<file path="src/rtl/lcd_pkg.sv">
// Shared definitions for the LCD path: FSM states, HD44780 command bytes and
// the long-execution classifier.
package lcd_pkg;

  typedef enum logic [2:0] {
    POR_WAIT = 3'd0,
    IDLE     = 3'd1,
    SETUP    = 3'd2,
    PULSE    = 3'd3,
    HOLD     = 3'd4,
    EXEC     = 3'd5
  } lcd_state_e;

  localparam logic [7:0] CMD_CLEAR      = 8'h01;
  localparam logic [7:0] CMD_HOME       = 8'h02;
  localparam logic [7:0] CMD_ENTRY_INC  = 8'h06;
  localparam logic [7:0] CMD_DISPLAY_ON = 8'h0E;
  localparam logic [7:0] CMD_FUNC_8B2L  = 8'h38;
  localparam logic [7:0] CMD_LINE2      = 8'hC0;
  localparam logic [7:0] CMD_SHIFT_R    = 8'h14;

  // Clear (0x01) and return-home (0x02/0x03, bit 0 is don't-care) need the
  // long execution wait; every other instruction and all character data use
  // the short one.
  function automatic logic is_long_cmd(input logic rs, input logic [7:0] data);
    return !rs && ((data == CMD_CLEAR) || (data[7:1] == 7'b0000001));
  endfunction

  function automatic int unsigned max_of(input int unsigned a, input int unsigned b);
    return (a > b) ? a : b;
  endfunction

endpackage

</file>
<file path="src/rtl/lcd_bus_phy_if.sv">
// Write-request handshake from the sequencer plus the display pins it drives.
interface lcd_bus_phy_if;
  logic       req_valid;
  logic       req_ready;
  logic [7:0] req_data;
  logic       req_rs;
  logic       lcd_en;
  logic       lcd_rs;
  logic       lcd_rw;
  logic [7:0] lcd_data;
  logic       busy;

  modport master (
    output req_valid, req_data, req_rs,
    input  req_ready, lcd_en, lcd_rs, lcd_rw, lcd_data, busy
  );

  modport slave (
    input  req_valid, req_data, req_rs,
    output req_ready, lcd_en, lcd_rs, lcd_rw, lcd_data, busy
  );
endinterface

</file>
<file path="src/rtl/lcd_delay_timer.sv">
// Loadable down-counter shared by every bus phase. Load (length - 1) on phase
// entry; done is high while the count sits at zero.
module lcd_delay_timer #(
  parameter int unsigned     CW      = 8,
  parameter logic [CW-1:0]   RST_VAL = '0
) (
  input  logic          clk,
  input  logic          rst_n,
  input  logic          load,
  input  logic [CW-1:0] load_val,
  output logic          done
);

  logic [CW-1:0] cnt_d, cnt_q;

  // Load wins; otherwise count down and park at zero.
  always_comb begin
    cnt_d = cnt_q;
    if (load)               cnt_d = load_val;
    else if (cnt_q != '0)   cnt_d = cnt_q - 1'b1;
  end

  // Reset value is the first phase length so the power-on wait starts at once.
  always_ff @(posedge clk or negedge rst_n) begin
    if (!rst_n) cnt_q <= RST_VAL;
    else        cnt_q <= cnt_d;
  end

  assign done = (cnt_q == '0);

endmodule

</file>
<file path="src/rtl/lcd_bus_phy.sv">
// HD44780 bus PHY: takes one byte write per handshake and sequences
// setup / enable pulse / hold / blind execution wait on the display pins.
// Also owns the power-on wait after reset.
module lcd_bus_phy
  import lcd_pkg::*;
#(
  parameter int unsigned T_POR       = 2_000_000,
  parameter int unsigned T_SETUP     = 3,
  parameter int unsigned T_EN        = 25,
  parameter int unsigned T_HOLD      = 3,
  parameter int unsigned T_EXEC      = 2_000,
  parameter int unsigned T_EXEC_LONG = 82_000
) (
  input  logic          clk,
  input  logic          rst_n,
  lcd_bus_phy_if.slave  bus
);

  localparam int unsigned T_MAX = max_of(max_of(max_of(T_POR, T_SETUP), max_of(T_EN, T_HOLD)),
                                         max_of(T_EXEC, T_EXEC_LONG));
  localparam int unsigned CW    = $clog2(T_MAX + 1);

  localparam logic [CW-1:0] LD_POR   = CW'(T_POR - 1);
  localparam logic [CW-1:0] LD_SETUP = CW'(T_SETUP - 1);
  localparam logic [CW-1:0] LD_EN    = CW'(T_EN - 1);
  localparam logic [CW-1:0] LD_HOLD  = CW'(T_HOLD - 1);
  localparam logic [CW-1:0] LD_EXEC  = CW'(T_EXEC - 1);
  localparam logic [CW-1:0] LD_LONG  = CW'(T_EXEC_LONG - 1);

  lcd_state_e    state_d, state_q;
  logic          en_d, en_q;
  logic          rs_d, rs_q;
  logic [7:0]    data_d, data_q;
  logic          ready_d, ready_q;
  logic          tmr_load;
  logic [CW-1:0] tmr_val;
  logic          tmr_done;

  lcd_delay_timer #(.CW(CW), .RST_VAL(LD_POR)) u_timer (
    .clk      (clk),
    .rst_n    (rst_n),
    .load     (tmr_load),
    .load_val (tmr_val),
    .done     (tmr_done)
  );

  // Next-state and next-pin values. Pins change only on phase transitions;
  // RS/data only on an accept, so they persist through EXEC and IDLE.
  always_comb begin
    state_d  = state_q;
    en_d     = en_q;
    rs_d     = rs_q;
    data_d   = data_q;
    ready_d  = ready_q;
    tmr_load = 1'b0;
    tmr_val  = '0;
    unique case (state_q)
      POR_WAIT: if (tmr_done) begin
        state_d = IDLE;
        ready_d = 1'b1;
      end
      IDLE: if (bus.req_valid) begin
        state_d  = SETUP;
        ready_d  = 1'b0;
        rs_d     = bus.req_rs;
        data_d   = bus.req_data;
        tmr_load = 1'b1;
        tmr_val  = LD_SETUP;
      end
      SETUP: if (tmr_done) begin
        state_d  = PULSE;
        en_d     = 1'b1;
        tmr_load = 1'b1;
        tmr_val  = LD_EN;
      end
      PULSE: if (tmr_done) begin
        state_d  = HOLD;
        en_d     = 1'b0;
        tmr_load = 1'b1;
        tmr_val  = LD_HOLD;
      end
      // The latched byte is still on the bus, so classify from the pins.
      HOLD: if (tmr_done) begin
        state_d  = EXEC;
        tmr_load = 1'b1;
        tmr_val  = is_long_cmd(rs_q, data_q) ? LD_LONG : LD_EXEC;
      end
      EXEC: if (tmr_done) begin
        state_d = IDLE;
        ready_d = 1'b1;
      end
      default: begin
        state_d = POR_WAIT;
        ready_d = 1'b0;
        en_d    = 1'b0;
      end
    endcase
  end

  // FSM and pin registers; async reset drops EN immediately and restarts POR.
  always_ff @(posedge clk or negedge rst_n) begin
    if (!rst_n) begin
      state_q <= POR_WAIT;
      en_q    <= 1'b0;
      rs_q    <= 1'b0;
      data_q  <= 8'h00;
      ready_q <= 1'b0;
    end else begin
      state_q <= state_d;
      en_q    <= en_d;
      rs_q    <= rs_d;
      data_q  <= data_d;
      ready_q <= ready_d;
    end
  end

  assign bus.req_ready = ready_q;
  assign bus.busy      = ~ready_q;
  assign bus.lcd_en    = en_q;
  assign bus.lcd_rs    = rs_q;
  assign bus.lcd_data  = data_q;
  assign bus.lcd_rw    = 1'b0;

endmodule

</file>
<file path="src/flat_wrapper.sv">
// flat-port wrapper written by rule: the top's interface ports become plain ports
module lcd_bus_phy_flat import lcd_pkg::*;
#(
  parameter int unsigned T_POR       = 2_000_000,
  parameter int unsigned T_SETUP     = 3,
  parameter int unsigned T_EN        = 25,
  parameter int unsigned T_HOLD      = 3,
  parameter int unsigned T_EXEC      = 2_000,
  parameter int unsigned T_EXEC_LONG = 82_000
)
  (clk, rst_n, bus_req_valid, bus_req_data, bus_req_rs, bus_req_ready, bus_lcd_en, bus_lcd_rs, bus_lcd_rw, bus_lcd_data, bus_busy);
  lcd_bus_phy_if bus_i ();
  input  logic clk;
  input  logic rst_n;
  input wire logic [$bits(bus_i.req_valid)-1:0] bus_req_valid;
  input wire logic [$bits(bus_i.req_data)-1:0] bus_req_data;
  input wire logic [$bits(bus_i.req_rs)-1:0] bus_req_rs;
  output wire logic [$bits(bus_i.req_ready)-1:0] bus_req_ready;
  output wire logic [$bits(bus_i.lcd_en)-1:0] bus_lcd_en;
  output wire logic [$bits(bus_i.lcd_rs)-1:0] bus_lcd_rs;
  output wire logic [$bits(bus_i.lcd_rw)-1:0] bus_lcd_rw;
  output wire logic [$bits(bus_i.lcd_data)-1:0] bus_lcd_data;
  output wire logic [$bits(bus_i.busy)-1:0] bus_busy;
  assign bus_i.req_valid = bus_req_valid;
  assign bus_i.req_data = bus_req_data;
  assign bus_i.req_rs = bus_req_rs;
  assign bus_req_ready = bus_i.req_ready;
  assign bus_lcd_en = bus_i.lcd_en;
  assign bus_lcd_rs = bus_i.lcd_rs;
  assign bus_lcd_rw = bus_i.lcd_rw;
  assign bus_lcd_data = bus_i.lcd_data;
  assign bus_busy = bus_i.busy;
  lcd_bus_phy #(.T_POR(T_POR), .T_SETUP(T_SETUP), .T_EN(T_EN), .T_HOLD(T_HOLD), .T_EXEC(T_EXEC), .T_EXEC_LONG(T_EXEC_LONG)) u_core (.clk(clk), .rst_n(rst_n), .bus(bus_i));
endmodule
</file>
<file path="config.mk">
export PLATFORM = sky130hd
export DESIGN_NAME = lcd_bus_phy_flat
export DESIGN_NICKNAME = d
export VERILOG_FILES = /design/src/rtl/lcd_pkg.sv /design/src/rtl/lcd_bus_phy_if.sv /design/src/rtl/lcd_delay_timer.sv /design/src/rtl/lcd_bus_phy.sv /design/src/flat_wrapper.sv
export SDC_FILE = /design/constraint.sdc
export NUM_CORES = 1
export LEC_CHECK = 0
export ABC_AREA = 1
export CORE_ASPECT_RATIO = 0.6
export CORE_MARGIN = 2
export CORE_UTILIZATION = 51
export CTS_CLUSTER_DIAMETER = 100
export DETAILED_ROUTE_END_ITERATION = 10
export PLACE_DENSITY = 0.76
export SKIP_LAST_GASP = 1
export SLEW_MARGIN = 20
export SYNTH_ARGS = -nofsm -noshare
export SYNTH_HDL_FRONTEND = slang
export SYNTH_HIERARCHICAL = 1
export SYNTH_SLANG_ARGS = --single-unit
</file>
<file path="constraint.sdc">
create_clock -name clk -period 2.9 [get_ports clk]
set_clock_uncertainty 0.1 [all_clocks]
set_input_delay 0.58 -clock clk [delete_from_list [all_inputs] [get_ports clk]]
set_output_delay 0.58 -clock clk [all_outputs]
set_load 0.03 [all_outputs]
</file>
* After elaboration in Yosys (flattened, before gate mapping)
Cells that the tools add are included.
** Storage, ports and cells
- Flip-flop bits (word level) :: 35
- Input port bits :: 12
- Output and inout port bits :: 13
- Word-level logic and storage cells :: 58
** Cells by class
- Add/subtract/negate cells :: 1
- Equal/unequal tests :: 12
- Muxes and demuxes :: 22
- Bitwise operators :: 3
- Reductions and logical operators :: 14
** Operators with widths (count)
- case mux 21 bit (4 select lines) :: 1
- 2-to-1 mux 21 bit :: 3
- zero test 21 bit :: 1
- nonzero test 21 bit :: 1
- subtractor 21 x 1 -> 21 bit, second input constant :: 1
- 2-to-1 mux 17 bit :: 1
- 2-to-1 mux 3 bit :: 5
- case mux 3 bit (5 select lines) :: 1
- == test 8 x 1 -> 1 bit, second input constant :: 1
- != test 2 x 1 -> 1 bit, second input constant :: 4
- == test 7 x 1 -> 1 bit, second input constant :: 1
- == test 3 x 2 -> 1 bit, second input constant :: 2
- == test 3 bit, second input constant :: 2
- case mux 1 bit (3 select lines) :: 2
- AND reduction 3 bit :: 2
- 2-to-1 mux 1 bit :: 5
- 2-to-1 mux 5 bit :: 1
- AND reduction 5 bit :: 1
- 2-to-1 mux 2 bit :: 2
- OR reduction 4 bit :: 1
- == test 3 x 1 -> 1 bit, second input constant :: 1
- zero test 3 bit :: 1
- NOT 1 bit :: 3
- OR reduction 3 bit :: 1
- other kinds (8) :: 8

* Longest topological paths before layout
- Depth in word-level cells :: 7
- Depth in mapped cells :: 14
- Gate-level depth less buffers :: 13

* By module
Netlist, hierarchy kept.
** Modules (own cells, without submodules)
- lcd_delay_timer :: instances 1, cells each 223, area each 1534.0 um^2, seq. area each 541.8 um^2
- lcd_bus_phy :: instances 1, cells each 103, area each 848.3 um^2, seq. area each 350.3 um^2

* Worst setup path after synthesis
OpenSTA, ideal clock, no wires.
- Kind :: flip-flop to flip-flop
- Start point :: reg u_core.u_timer.cnt_q[13]
- End point :: reg u_core.u_timer.cnt_q[1]
- Setup time :: 0.073 ns
- Arrival :: 2.557 ns
- Data required time :: 2.727 ns
- Slack :: 0.170 ns
- Stages on the path, launching flop included :: 14
- Path buffers :: 1
- Clock period less this slack :: 2.730 ns
- Path through :: dfrtp_1 -> nor2_4 -> nand2_2 -> nor2_4 -> nor4b_1 -> inv_2 -> nor2_1 -> inv_2 -> nand3_1 -> clkbuf_1 -> nand2_1 -> o21ai_0 -> nand2_1 -> o21ai_1
** Between the ends
- Longest elaborated chain between the ends :: 4
- Elaborated cells on any way between the ends :: 9
- Classes of those cells :: mux: 6; reduce/logical: 3
** Ends and longest elaborated chain
- start: declaration :: RTL line lcd_delay_timer.sv:14 : logic [CW-1:0] cnt_d, cnt_q;
- start signal: assignment :: RTL line lcd_delay_timer.sv:26 : else cnt_q <= cnt_d;
- zero test 21 bit * :: RTL line lcd_delay_timer.sv:29 : assign done = (cnt_q == '0);
- named net u_core.tmr_done :: RTL line lcd_bus_phy.sv:37 : logic tmr_done;
- 2-to-1 mux 1 bit * :: RTL line lcd_bus_phy.sv:70, lcd_bus_phy.sv:76, lcd_bus_phy.sv:83
- case mux 1 bit (2 select lines) * :: RTL line lcd_bus_phy.sv:57 : unique case (state_q)
- named net u_core.tmr_load :: RTL line lcd_bus_phy.sv:35 : logic tmr_load;
- 2-to-1 mux 21 bit / nonzero test 2 bit (equally long branches)
The timed path passes the listed nets; every way through them passes the cells marked *.
A chain may end at the register's enable or synchronous reset.

* Worst setup path after layout
- Start point :: reg u_core.u_timer.cnt_q[11]
- End point :: reg u_core.u_timer.cnt_q[0]
Same word-level chain as after synthesis.

==> flow_metrics.tcl <==
set metrics [dict create \
    yosys.area.top_type "dfrtp_1" \
    synth_compound_area_share_pct 9.086 \
    regToRegEndpoint "u_core/u_timer/cnt_q[0]" \
    maxSlewViolCount 0 \
    path_cells "nor2_1 -> nand2_1 -> nor2_4 -> nor4b_1 -> buf_4 -> inv_2 -> nor2_1 -> inv_2 -> nand3_1 -> buf_4 -> nand2_1 -> o21ai_0 -> nand2_1 -> o21ai_1" \
    setup_viol 0 \
    min_period_over_period_pct 87.05 \
    dr.pass1.iters 5 \
    worstPathMaxFanout 21 \
    syn-cell-area_mm2 0.002382 \
    slowest_delay_ns 0.41 \
    timing.rr.start "u_core/u_timer/cnt_q[11]" \
    io_buffers 23 \
    antennaDiodeCount 0 \
    drive_above_1_share_pct 24.10 \
    setup_ws_ns 0.3754 \
    path_buf_inv 4 \
    peakVddDrop_uv 604.6 \
    viasPerCell 5.028 \
    swShare_pct 46.17 \
    insertion_delay_ns 0.29 \
    path_class "reg2reg" \
    grt_pass1_vias 1990 \
    grtUsageTotal_pct 22.51 \
    nNetsFinal 375 \
    grt_max_degree 36 \
    place_ws_ns 0.4373 \
    row_count 19 \
    rsz0062_at_grt "false" \
    core_area_mm2 0.004541 \
    power_switching_mw 1.252 \
    critPathArrivalTime_ns 2.64 \
    synth_top_family_by_area "simple AND/OR/NAND/NOR gates" \
    cp_slowest_cell "dfrtp_1" \
    ys_seq_area_share_pct 37.45 \
    area_growth_pct 16.54 \
    numCtsBuffers 5 \
    grt_pass1_wl_mm 9.232 \
    power.internal_mw 1.459 \
    globalplace.congestion 0.9434 \
    hold_viol 0 \
    synthCells 326 \
    cts_resized 0 \
    tightest_slew_ns 0.7777 \
    initial_core_util_pct 52.47 \
    min_period_ns 2.525 \
    setup_tns_ns 0 \
    post_cts_buffers 0 \
    path_delay_family "simple AND/OR/NAND/NOR gates" \
    end_kind "flip-flop" \
    die_h_um 56.94 \
    muxShareOfSynthArea_pct 0 \
    clock-sinks 35 \
    p_per_area_mw_per_mm2 976.2 \
    clk_pin_slew_worst_paths_ns 0.07 \
    ys_seq_elements 35 \
    hold_path_class "in2async" \
    antenna_found_initial 0 \
    yosys-top-cells-area "dfrtp_1 (23%), dfstp_2 (14%), nand2_1 (14%), nor2_1 (6.8%), inv_1 (4.7%)" \
    ctsHtreeMaxLevel 2 \
    p_seq_share_pct 37.0 \
    ctsHoldBuffers 0 \
    wl_mm 5.383 \
    grt.overflow.total 0 \
    drc 0 \
    crit_path_frequent_cell "nand2_1" \
    r2r_slack_ns 0.38 \
    vias 2132 \
    synth_fa_ha_area_share_pct 1.050 \
    reg2reg_depth 14 \
    startpoint_type "flip-flop" \
    ant_nets 0 \
    synth-xor-area-share_pct 2.206 \
    num_io_pins 25 \
    max_freq_mhz 396.1 \
    yosys.area_share.simple_pct 41.33 \
    nFillCells 403 \
    postSynthAreaPerCell_um2 7.308 \
    yosysTopAreaCellShare_pct 23.11 \
    dr.first_iter.drc_count 144 \
    cap_violations 0 \
    clockBufferDepth 2 \
    slew_headroom_pct 48.15 \
    hpwl_mm 4.027 \
    cts_tree "built" \
    p_comb_share_pct 49.8 \
    synth_cell_type_count 30 \
    yosysWarnings 6 \
    required_ns 3.02 \
    die_w_um 92.24 \
    wl_per_cell_um 12.70 \
    pwr-share-clk_pct 13.2 \
    status "finished clean" \
    die_area_mm2 0.005252 \
    p_leak_nw 1.324 \
    root_buffer "clkbuf_8" \
]
## how the worst max path moves through the flow
stage	slack, ns	endpoint	start	cells past startpoint
floorplan	0.17	u_core/u_timer/cnt_q[1]	u_core/u_timer/cnt_q[13]	13
global placement	0.57	u_core/u_timer/cnt_q[0]	u_core/u_timer/cnt_q[9]	14
detailed placement	0.44	u_core/u_timer/cnt_q[0]	u_core/u_timer/cnt_q[11]	14
CTS	0.41	u_core/u_timer/cnt_q[0]	u_core/u_timer/cnt_q[11]	14
global route	0.12	u_core/u_timer/cnt_q[8]	u_core/u_timer/cnt_q[11]	13
finish	0.38	u_core/u_timer/cnt_q[0]	u_core/u_timer/cnt_q[11]	14
## logic make-up after synthesis
family,after synthesis
and+or+nand+nor,201
DFF,35
buffers and inverters,48
xor gates and xnor gates,6
adders and majority gates,2
AOI/OAI and AO/OA,33
other,1
## layer usage
layer / routed length (um) / track usage [%] / share of wire (%) / vias to the layer above
met3: 349 / 5.416 / 6.5 / 10
met5: 0 / 0 / 0 / -
li1: - / - / - / 1079
met4: 84 / 7.036 / 1.6 / 0
met2: 2194 / 32.67 / 41 / 62
met1: 2755 / 33.53 / 51 / 981
## power by group through the flow
stage	Combinational (mW)	Sequential, mW	Clock [mW]
5_1_grt	1.50	1.04	0.389
6_report	1.35	1.00	0.358
4_1_cts	1.34	1.00	0.371
3_5_place_dp	1.33	1.00	0
2_1_floorplan	0.911	1.06	0
3_3_place_gp	1.31	1.00	0
## sequential cells by signal (all words and copies together), names as in the netlist
name	flops
u_core/bus.lcd_rs	1
u_core/state_q	3
u_core/bus.req_ready	1
u_core/bus.lcd_en	1
u_core/u_timer/cnt_q	21
u_core/bus.lcd_data	8
## per-stage QoR
stage	instances	total power [mW]	hold WS [ns]	instance area [um^2]	util [%]
after CTS	424	2.709	0.2942	2776	61.15
after floorplan	335	1.976	0.1844	2416	-
final	424	2.710	0.2611	2776	61.15
after detailed placement	417	2.336	0.3804	2689	59.22
after global placement	417	2.313	0.3777	2689	59.22
after global routing	424	2.928	0.3241	2776	61.15
## Yosys cell counts (all sizes together)
master / instances
buf: 5
nand3b: 2
conb: 1
nand3: 20
inv: 41
ha: 2
xor2: 4
dfrtp: 22
nor2: 60
clkbuf: 2
or2: 1
nor4b: 1
nand4: 9
xnor2: 2
nand2: 106
o21ai: 26
nor3: 2
o211ai: 1
a21oi: 3
dfstp: 13
a21boi: 3
## cells in the final DEF (no fill, tap or decap)
cell type / instances
nor2_4: 10
clkinv_2: 1
nand3b_1: 2
nand3_2: 6
o211ai_1: 1
inv_1: 30
dfstp_2: 13
a21oi_1: 3
nand4_1: 9
nor4b_1: 1
nand2_1: 89
xnor2_1: 2
nor2_2: 7
xor2_1: 4
nand2_2: 17
o21ai_0: 8
buf_2: 1
clkdlybuf4s50_1: 22
or2_2: 1
conb_1: 10
ha_1: 2
o21ai_1: 7
buf_4: 3
clkbuf_8: 6
o21ai_2: 11
dfrtp_1: 22
nor3_1: 2
nor2_1: 43
a21boi_0: 3
inv_2: 11
nand3_1: 14
## final cells by class
| class | instances | area (um^2) | area share [%] |
|---|---|---|---|
| clock buffer | 6 | 82.58 | 2.974 |
| clock inverter | 1 | 5.005 | 0.1803 |
| inverter | 41 | 153.9 | 5.543 |
| multi-input combinational | 252 | 1316 | 47.41 |
| sequential | 35 | 892.1 | 32.13 |
| tap | 63 | 78.83 | 2.839 |
| timing repair buffer | 26 | 247.7 | 8.923 |
Note: power is estimated with default switching activity, not from simulation.
